`src/rtl/dac_stream_ctrl_pkg.sv`:
```
// Shared types for the DAC streamer: FSM encoding and the zero-level (midscale) code.
package dac_stream_ctrl_pkg;

  typedef enum logic [1:0] {
    ST_OFF   = 2'd0,
    ST_WAKE  = 2'd1,
    ST_PRIME = 2'd2,
    ST_RUN   = 2'd3
  } state_e;

  localparam int MS_MAX_W = 32;

  // Code for a zero sample; also the XOR mask that turns two's complement into offset binary.
  function automatic logic [MS_MAX_W-1:0] midscale(input int unsigned data_w, input logic fmt_ob);
    midscale = '0;
    if (fmt_ob) midscale[data_w-1] = 1'b1;
  endfunction

endpackage

```
`src/rtl/dac_sample_fifo.sv`:
```
// Synchronous FIFO with extra pointer bit for full/empty; flush wins over push/pop.
module dac_sample_fifo #(
  parameter int WIDTH = 20,
  parameter int AW    = 4
) (
  input  logic          clk,
  input  logic          rst,
  input  logic          push,
  input  logic          pop,
  input  logic          flush,
  input  logic [WIDTH-1:0] din,
  output logic [WIDTH-1:0] dout,
  output logic          full,
  output logic          empty,
  output logic [AW:0]   level
);
  localparam int DEPTH = 1 << AW;

  logic [WIDTH-1:0] mem_q [DEPTH];
  logic [AW:0] wr_q, wr_d, rd_q, rd_d;
  logic do_push, do_pop;

  assign level   = wr_q - rd_q;
  assign empty   = (wr_q == rd_q);
  assign full    = (wr_q[AW] != rd_q[AW]) && (wr_q[AW-1:0] == rd_q[AW-1:0]);
  assign do_pop  = pop && !empty;
  // A pop in the same cycle frees the slot, so push+pop while full is accepted.
  assign do_push = push && (!full || do_pop);
  assign dout    = mem_q[rd_q[AW-1:0]];

  always_comb begin
    wr_d = wr_q;
    rd_d = rd_q;
    if (flush) begin
      wr_d = '0;
      rd_d = '0;
    end else begin
      if (do_push) wr_d = wr_q + (AW+1)'(1);
      if (do_pop)  rd_d = rd_q + (AW+1)'(1);
    end
  end

  always_ff @(posedge clk or negedge rst) begin
    if (!rst) begin
      wr_q <= '0;
      rd_q <= '0;
    end else begin
      wr_q <= wr_d;
      rd_q <= rd_d;
    end
  end

  always_ff @(posedge clk) begin
    if (do_push && !flush) mem_q[wr_q[AW-1:0]] <= din;
  end

endmodule

```
`src/rtl/dac_stream_ctrl.sv`:
```
// Multi-channel DAC streamer: power-up sequencing, sample FIFO, DCLKIO divider,
// output encoding and hold-last underflow handling.
module dac_stream_ctrl
  import dac_stream_ctrl_pkg::*;
#(
  parameter int NUM_CH    = 2,
  parameter int DATA_W    = 10,
  parameter int FIFO_AW   = 4,
  parameter int DIV_W     = 8,
  parameter int WAKE_CYC  = 100,
  parameter int PRIME_LVL = 4
) (
  input  logic                     clk,
  input  logic                     rst,
  input  logic                     enable,
  input  logic                     fmt_ob,
  input  logic [DIV_W-1:0]         div,
  input  logic [NUM_CH*DATA_W-1:0] s_data,
  input  logic                     s_valid,
  output logic                     s_ready,
  output logic [NUM_CH*DATA_W-1:0] dac_data,
  output logic                     dac_dclkio,
  output logic                     dac_pwrdn,
  output logic [15:0]              underflow_cnt,
  output logic                     busy
);
  localparam int WORD_W = NUM_CH * DATA_W;
  localparam int WK_W   = $clog2(WAKE_CYC + 1);
  localparam logic [MS_MAX_W-1:0] MS_RST = midscale(DATA_W, 1'b1);
  localparam logic [WORD_W-1:0] DATA_RST = {NUM_CH{MS_RST[DATA_W-1:0]}};

  state_e state_q, state_d;
  logic [WK_W-1:0]   wake_q, wake_d;
  logic [DIV_W-1:0]  cnt_q, cnt_d, per_q, per_d, div_eff;
  logic              dclk_q, dclk_d, pwrdn_q, pwrdn_d;
  logic [WORD_W-1:0] data_q, data_d, fifo_dout, ms_word, enc_word;
  logic [15:0]       uf_q, uf_d;
  logic [MS_MAX_W-1:0] ms_full;
  logic [FIFO_AW:0]  level;
  logic fifo_full, fifo_empty, push, load, flush;

  assign ms_full = midscale(DATA_W, fmt_ob);
  for (genvar c = 0; c < NUM_CH; c++) begin : g_ch
    assign ms_word[c*DATA_W +: DATA_W] = ms_full[DATA_W-1:0];
  end
  assign enc_word = fifo_dout ^ ms_word;
  assign div_eff  = (div == '0) ? DIV_W'(1) : div;

  assign s_ready       = !fifo_full && (state_q != ST_OFF);
  assign push          = s_valid && s_ready;
  assign busy          = (state_q == ST_RUN);
  assign dac_data      = data_q;
  assign dac_dclkio    = dclk_q;
  assign dac_pwrdn     = pwrdn_q;
  assign underflow_cnt = uf_q;

  dac_sample_fifo #(.WIDTH(WORD_W), .AW(FIFO_AW)) u_fifo (
    .clk   (clk),
    .rst   (rst),
    .push  (push),
    .pop   (load),
    .flush (flush),
    .din   (s_data),
    .dout  (fifo_dout),
    .full  (fifo_full),
    .empty (fifo_empty),
    .level (level)
  );

  always_comb begin
    state_d = state_q;
    wake_d  = wake_q;
    cnt_d   = cnt_q;
    per_d   = per_q;
    data_d  = data_q;
    uf_d    = uf_q;
    load    = 1'b0;
    flush   = 1'b0;
    case (state_q)
      ST_OFF: begin
        flush = 1'b1;
        if (enable) state_d = ST_WAKE;
      end
      ST_WAKE: begin
        if (wake_q == WK_W'(WAKE_CYC - 1)) state_d = ST_PRIME;
        else                               wake_d  = wake_q + WK_W'(1);
      end
      ST_PRIME: begin
        if (level >= (FIFO_AW+1)'(PRIME_LVL) || fifo_full) begin
          state_d = ST_RUN;
          load    = 1'b1;
        end
      end
      ST_RUN: begin
        if (cnt_q >= per_q) load  = 1'b1;
        else                cnt_d = cnt_q + DIV_W'(1);
      end
      default: state_d = ST_OFF;
    endcase
    // The period length is latched only at load points so a div change never cuts a period short.
    if (load) begin
      cnt_d = '0;
      per_d = div_eff;
      if (!fifo_empty)          data_d = enc_word;
      else if (uf_q != 16'hFFFF) uf_d  = uf_q + 16'd1;
    end
    if (!enable) begin
      state_d = ST_OFF;
      flush   = 1'b1;
      load    = 1'b0;
      wake_d  = '0;
      cnt_d   = '0;
      uf_d    = '0;
    end
    if (state_d == ST_OFF) data_d = ms_word;
    pwrdn_d = (state_d == ST_OFF);
    dclk_d  = (state_d == ST_RUN) && (cnt_d > (per_d >> 1));
  end

  always_ff @(posedge clk or negedge rst) begin
    if (!rst) begin
      state_q <= ST_OFF;
      wake_q  <= '0;
      cnt_q   <= '0;
      per_q   <= DIV_W'(1);
      dclk_q  <= 1'b0;
      pwrdn_q <= 1'b1;
      data_q  <= DATA_RST;
      uf_q    <= '0;
    end else begin
      state_q <= state_d;
      wake_q  <= wake_d;
      cnt_q   <= cnt_d;
      per_q   <= per_d;
      dclk_q  <= dclk_d;
      pwrdn_q <= pwrdn_d;
      data_q  <= data_d;
      uf_q    <= uf_d;
    end
  end

endmodule

```
`config.mk`:
```
export PLATFORM = sky130hd
export DESIGN_NAME = dac_stream_ctrl
export DESIGN_NICKNAME = d
export VERILOG_FILES = /design/src/rtl/dac_stream_ctrl_pkg.sv /design/src/rtl/dac_sample_fifo.sv /design/src/rtl/dac_stream_ctrl.sv
export SDC_FILE = /design/constraint.sdc
export NUM_CORES = 1
export LEC_CHECK = 0
export CORE_UTILIZATION = 30
export DETAILED_ROUTE_END_ITERATION = 12
export HOLD_SLACK_MARGIN = 0.06
export PLACE_DENSITY = 0.54
export SLEW_MARGIN = 0
export SYNTH_ARGS = -nofsm -noshare
export SYNTH_HDL_FRONTEND = slang
export SYNTH_SLANG_ARGS = --single-unit
```
`constraint.sdc`:
```
create_clock -name clk -period 6.4 [get_ports clk]
set_input_delay 1.6 -clock clk [delete_from_list [all_inputs] [get_ports clk]]
set_output_delay 1.6 -clock clk [all_outputs]
set_load 0.005 [all_outputs]
```
Word-level counts from Yosys, hierarchy flattened
Memory sizes are Yosys's and may differ from the RTL's.
Cells that the tools add are included.
{"block": "classes", "muxes": 33, "n_lt_le_gt_ge": 3, "n_addsub": 6, "n_bitwise": 1, "n_eq_ne": 15, "reduce_logical": 22}
{"op": "2-to-1 mux 16 bit", "count": 4}
{"op": "2-to-1 mux 20 bit", "count": 3}
{"op": "2-to-1 mux 8 bit", "count": 6}
{"op": "2-to-1 mux 7 bit", "count": 3}
{"op": "2-to-1 mux 5 bit", "count": 4}
{"op": "XOR 20 bit", "count": 1}
{"op": "adder 16 x 1 -> 16 bit, second input constant", "count": 1}
{"op": "!= test 16 bit, second input constant", "count": 1}
{"op": "adder 5 x 1 -> 5 bit, second input constant", "count": 2}
{"op": "adder 8 x 1 -> 8 bit, second input constant", "count": 1}
{"op": "greater-or-equal comparator 8 bit", "count": 1}
{"op": "> comparator 8 x 7 -> 1 bit", "count": 1}
{"op": "zero test 8 bit", "count": 1}
{"op": "2-to-1 mux 1 bit", "count": 8}
{"op": "!= test 2 x 1 -> 1 bit, second input constant", "count": 4}
{"op": "nonzero test 2 bit", "count": 4}
{"op": "adder 7 x 1 -> 7 bit, second input constant", "count": 1}
{"op": "== test 7 bit, second input constant", "count": 1}
{"op": "logical AND 1 bit", "count": 7}
{"op": "== test 2 bit, second input constant", "count": 3}
{"op": "2-to-1 mux 2 bit", "count": 3}
{"op": "case mux 2 bit (3 select lines)", "count": 1}
{"op": "== test 5 bit", "count": 1}
{"op": "greater-or-equal comparator 5 x 3 -> 1 bit, second input constant", "count": 1}
{"op": "other kinds (11)", "count": 17}
{"block": "totals", "memories": 1, "elab_cells": 92, "output_inout_bits": 40, "mem_bits_rw": 320, "ff_bits": 73}
{"memory": "u_fifo.mem_q", "words": 16, "width": 20, "read_ports": 1, "rd_ports_with_merged_regs": 0, "wr": 1, "line_no": "dac_sample_fifo.sv:19", "source": "logic [WIDTH-1:0] mem_q [DEPTH];"}

Longest topological paths before layout
{"block": "depth", "word_depth": 12, "depth_mapped": 19}

Modules after synthesis
A second synthesis with hierarchy kept.
{"block": "unflattened", "hier_cells": 971, "hier_area_um2": 16366.9}
{"module": "dac_sample_fifo", "cells_each": 635, "seq_area_each_um2": 9859.5, "instances": 1, "area_per_inst_um2": 13017.5}
{"module": "dac_stream_ctrl", "cells_each": 336, "seq_area_each_um2": 1581.5, "instances": 1, "area_per_inst_um2": 3349.5}

Worst setup path after synthesis
OpenSTA, ideal clock, no wires.
{"block": "synth_path", "kind": "flip-flop to flip-flop", "start": "reg u_fifo.rd_q[3]", "end": "mem u_fifo.mem_q[11][0] (enable)", "synth_period_minus_slack_ps": 4532, "setup_ps": 427, "arrival_ps": 4106, "n_path_buf": 2, "path_stages_with_launch": 10, "path_slack_ps": 1868, "cell_sequence": "dfrtp_1 -> inv_1 -> buf_2 -> buf_1 -> ha_1 -> nand4_1 -> nor2b_1 -> nor3b_1 -> nand3_1 -> nor3b_1"}
{"block": "synth_via", "elab_chain_len": 12}
{"element": "from (decl)", "line_no": "dac_sample_fifo.sv:20", "source": "logic [AW:0] wr_q, wr_d, rd_q, rd_d;"}
{"element": "from (signal assigned)", "line_no": "dac_sample_fifo.sv:49", "source": "rd_q <= rd_d;"}
{"element": "subtractor 5 bit / == test 4 bit (equally long branches)", "line_no": "dac_sample_fifo.sv:23, dac_sample_fifo.sv:25"}
{"element": "greater-or-equal comparator 5 x 3 -> 1 bit / logical AND 1 bit (equally long branches)", "line_no": "dac_stream_ctrl.sv:89, dac_sample_fifo.sv:25"}
{"element": "logical OR 1 bit", "line_no": "dac_stream_ctrl.sv:89", "source": "if (level >= (FIFO_AW+1)'(PRIME_LVL) || fifo_full) begin"}
{"element": "2-to-1 mux 1 bit", "line_no": "dac_stream_ctrl.sv:89"}
{"element": "case mux 1 bit (2 select lines)", "line_no": "dac_stream_ctrl.sv:79", "source": "case (state_q)"}
{"element": "2-to-1 mux 1 bit", "line_no": "dac_stream_ctrl.sv:107", "source": "if (!enable) begin"}
{"element": "logical AND 1 bit", "line_no": "dac_sample_fifo.sv:26", "source": "assign do_pop = pop && !empty;"}
{"element": "logical OR 1 bit", "line_no": "dac_sample_fifo.sv:28", "source": "assign do_push = push && (!full || do_pop);"}
{"element": "logical AND 1 bit (*)", "line_no": "dac_sample_fifo.sv:28"}
{"element": "logical AND 1 bit (*)", "line_no": "dac_sample_fifo.sv:54", "source": "if (do_push && !flush) mem_q[wr_q[AW-1:0]] <= din;"}
{"element": "2-to-1 mux 1 bit (*)", "line_no": "dac_sample_fifo.sv:54"}
{"element": "2-to-1 mux 1 bit (not written as such) (*)", "line_no": "dac_sample_fifo.sv:54"}
{"element": "to (decl)", "line_no": "dac_sample_fifo.sv:19"}
Mark *: on every way between the ends. The rest lies on a longest branch, timed or not.

Worst setup path in the final report
{"block": "layout_path", "start": "reg u_fifo.rd_q[3]", "end": "out s_ready"}
{"block": "layout_via", "elab_chain_len": 4}
{"element": "== test 4 bit", "line_no": "dac_sample_fifo.sv:25", "source": "assign full = (wr_q[AW] != rd_q[AW]) && (wr_q[AW-1:0] == rd_q[AW-1:0]);"}
{"element": "logical AND 1 bit", "line_no": "dac_sample_fifo.sv:25"}
{"element": "zero test 1 bit", "line_no": "dac_stream_ctrl.sv:49", "source": "assign s_ready = !fifo_full && (state_q != ST_OFF);"}
{"element": "logical AND 1 bit", "line_no": "dac_stream_ctrl.sv:49"}
{"element": "to (decl)", "line_no": "dac_stream_ctrl.sv:20", "source": "output logic s_ready,"}
Every way passes these cells.

==> reports/qor.csv <==
stage,metric,value,unit
worst_setup_path,worstPathRequired,4.80,ns
pwr,power_frac_seq,0.522,
drt,drcViolationCount,0,
timing,max_freq,220.0,MHz
clock_tree,ctsResizeCount,0,
floorplanning,initial_core_util,0.3062,
run,cap_viol_max_count,0,
synthesis,synth_edf_count,320,
drt,viasPerCell,5.056,
synthesis,ys_top_cells_by_count,"320 x edfxtp_1, 98 x mux4_2, 69 x dfrtp_1, 46 x a21oi_1, 43 x nor2_1",
timing,worst_pin_slew,1.264,ns
timing,min_period,4.546,ns
clock_tree,htree_levels,2,
drt,wl_met3,1925,µm
floorplanning,die_x,234.8,µm
synthesis,ys_async_sr_fraction,0.1858,
clock_tree,postCtsSetupBuffers,0,
pwr,intPower,4.234,mW
timing,maxSlewViolCount,0,
worst_setup_path,r2r_cells,17,
synthesis,synth_area,0.01625,mm²
worst_setup_path,worstPathArrival,2.95,ns
timing,final_hold_viol_count,0,
synthesis,synthDistinctLibCells,53,
outcome,status,"complete, no violations",
clock_tree,cts_hold_buffers,0,
clock_tree,cts_buffers,43,
timing,slew_headroom,0.1482,
placed_design,gp_congestion,0.7671,
worst_setup_path,crit_fanout,21,
final_layout,antenna_cells,0,
drt,met2_length,18160,µm
floorplanning,rows,84,
drt,wl_met1,18020,µm
grt,grt_pass1_wl,58940,µm
pwr,switching_share,0.2077,
drt,num_vias,8788,
final_layout,fin_nets,1077,
final_layout,drive_gt1_frac,0.1905,
timing,final.setup_skew,0.02239,ns
synthesis,synth.avg_cell_area,17.65,µm²
drt,wl,38790,µm
grt,grt_pass1_vias,8897,
worst_hold_path,min_from,per_q[0],
synthesis,synth-seq-area-share,0.7039,
clock_tree,cts_root_buf,clkbuf_16,
placed_design,dpl.hpwl,23410,µm
timing,hold-worst-slack,0.4860,ns
clock_tree,cts_buffer_depth,3,
worst_setup_path,critPathKind,flop to output pin,
grt,antenna_found_initial,2,
synthesis,ys.flop_type,edfxtp_1,
synthesis,synth_top_area_share,0.5912,
synthesis,synth_area_leaders,"edfxtp_1 59%, mux4_2 14%, dfrtp_1 11%",
final_layout,area_growth,18.31,%
synthesis,synth_area_leader_cell,edfxtp_1,
floorplanning,coreArea,0.05308,mm²
timing,fin_crit_sh,0.7103,
worst_setup_path,regToRegSetupSlack,2.08,ns
clock_tree,clk_latency,0.57,ns
clock_tree,clk_pin_slew,0.06,ns
worst_hold_path,hold_class,flop to flop,
drt,ant_nets,0,
grt,grt_max_degree,74,
clock_tree,cts_tree,yes,
worst_hold_path,min_to,per_q[0],
placed_design,port_buffers,72,
grt,grt_overflow,0,
worst_setup_path,endpoint_kind,output pin,
timing,setup_viol,0,
timing,fin_setup_tns,0,ns
drt,routedWlPerCell,22.32,µm
synthesis,synth_most_common_cell,edfxtp_1,
synthesis,synth_nets,982,
pwr,p_leak,6.300,nW
synthesis,netlist_instances,921,
drt,drtPass1Iterations,5,
floorplanning,die-height,234.8,µm
timing,rsz0062_at_grt,no,
drt,top_layer,met5,
worst_setup_path,start_kind,flop,
pwr,pwr-share-clk,0.451,
floorplanning,die-area,0.05512,mm²
floorplanning,io_pins,73,
worst_hold_path,hold_path_depth,2,
pwr,p_switching,1.110,mW
worst_setup_path,timing.rr.end,dac_dclkio,
synthesis,yosys_warnings,0,
clock_tree,cts.sinks,393,
drt,drtIter0Drc,855,
pwr,p_comb_frac,0.027,
worst_setup_path,r2r-start,u_fifo.rd_q[3],
synthesis,ys_ff_latch,393,
grt,grt_usage,0.1424,
pwr,ir_drop,0.0001633,V
pwr,power_density,277.9,mW/mm²
power by group through the flow:
stage | clock (mW) | combinational (mW) | sequential [mW]
after floorplan | 0 | 0.0591 | 2.84
after global placement | 0 | 0.147 | 2.84
after detailed placement | 0 | 0.149 | 2.84
after CTS | 2.48 | 0.149 | 2.79
after global routing | 2.57 | 0.162 | 2.79
final | 2.41 | 0.146 | 2.79
registers in the layout, summed over array words and instances, names as in the netlist:
register,flops
cnt_q,8
dac_data,20
dac_dclkio,1
dac_pwrdn,1
per_q,8
state_q,2
u_fifo.mem_q,320
u_fifo.rd_q,5
u_fifo.wr_q,5
underflow_cnt,16
wake_q,7
layout make-up:
type                            count  area, µm²
Inverter                           21      78.83
Clock inverter                     29      262.8
Timing Repair Buffer               99      920.9
Tap cell                          688      860.8
Clock buffer                       50       1102
Multi-Input combinational cell    458       4557
Fill cell                        4930      33850
Sequential cell                   393      11450
layer usage:
metal	up-vias	global-route usage
li1	3904	-
met1	4581	0.2037
met2	245	0.2238
met3	54	0.02444
met4	4	0.03768
met5	-	0
critical path: stages, from the launching register on:
cell,delay (ns)
dfrtp_1,0.43
inv_1,0.07
buf_4,0.41
ha_1,0.37
nand4_1,0.18
nor2b_1,0.10
nor2_1,0.24
clkdlybuf4s50_1,0.56
worst max path at each step:
stage              startpoint             endpoint  slack (ns)  depth (start not counted)
3_5_place_dp           enable           dac_dclkio        1.80                         10
5_1_grt        u_fifo.rd_q[3]              s_ready        1.65                          7
2_1_floorplan  u_fifo.rd_q[3]  u_fifo.mem_q[11][0]        1.87                          9
4_1_cts        u_fifo.rd_q[3]              s_ready        1.84                          7
3_3_place_gp           enable           dac_dclkio        1.81                         10
6_report       u_fifo.rd_q[3]              s_ready        1.85                          7
layout by cell type (no fill, tap or decap), types with 6 or more instances in the layout:
master / instances
edfxtp_1: 320
clkinv_1: 14
nand4_1: 14
a21o_1: 7
nand3_1: 39
nand2b_1: 6
xor2_1: 15
nand2_1: 27
inv_1: 20
clkbuf_1: 7
a21oi_1: 46
clkbuf_16: 43
or4_1: 8
ha_1: 27
clkinv_2: 6
mux4_2: 98
clkdlybuf4s50_1: 71
nor2_1: 41
or3_1: 6
buf_4: 28
o21ai_0: 30
mux2i_1: 6
dfrtp_1: 67
o31ai_1: 9
and2_1: 10
kinds of logic after synthesis:
group                      Yosys count  synth area share
adders and majority gates           28           0.02202
DFF                                393            0.7039
and+or+nand+nor                    183           0.05881
buffers and inverters               70           0.01801
muxes                              104            0.1395
xor gates and xnor gates            20           0.01078
AOI/OAI and AO/OA                  123           0.04703
stage by stage:
step | power (mW) | cells | util | area (µm²) | setup WS [ns]
2_1_floorplan | 2.899 | 921 | - | 16250 | 1.868
3_3_place_gp | 2.988 | 1659 | 0.3366 | 17870 | 1.815
3_5_place_dp | 2.990 | 1659 | 0.3366 | 17870 | 1.798
4_1_cts | 5.413 | 1738 | 0.3623 | 19230 | 1.837
5_1_grt | 5.525 | 1738 | 0.3623 | 19230 | 1.649
6_report | 5.344 | 1738 | 0.3623 | 19230 | 1.854
Note: power is estimated with default switching activity, not from simulation.
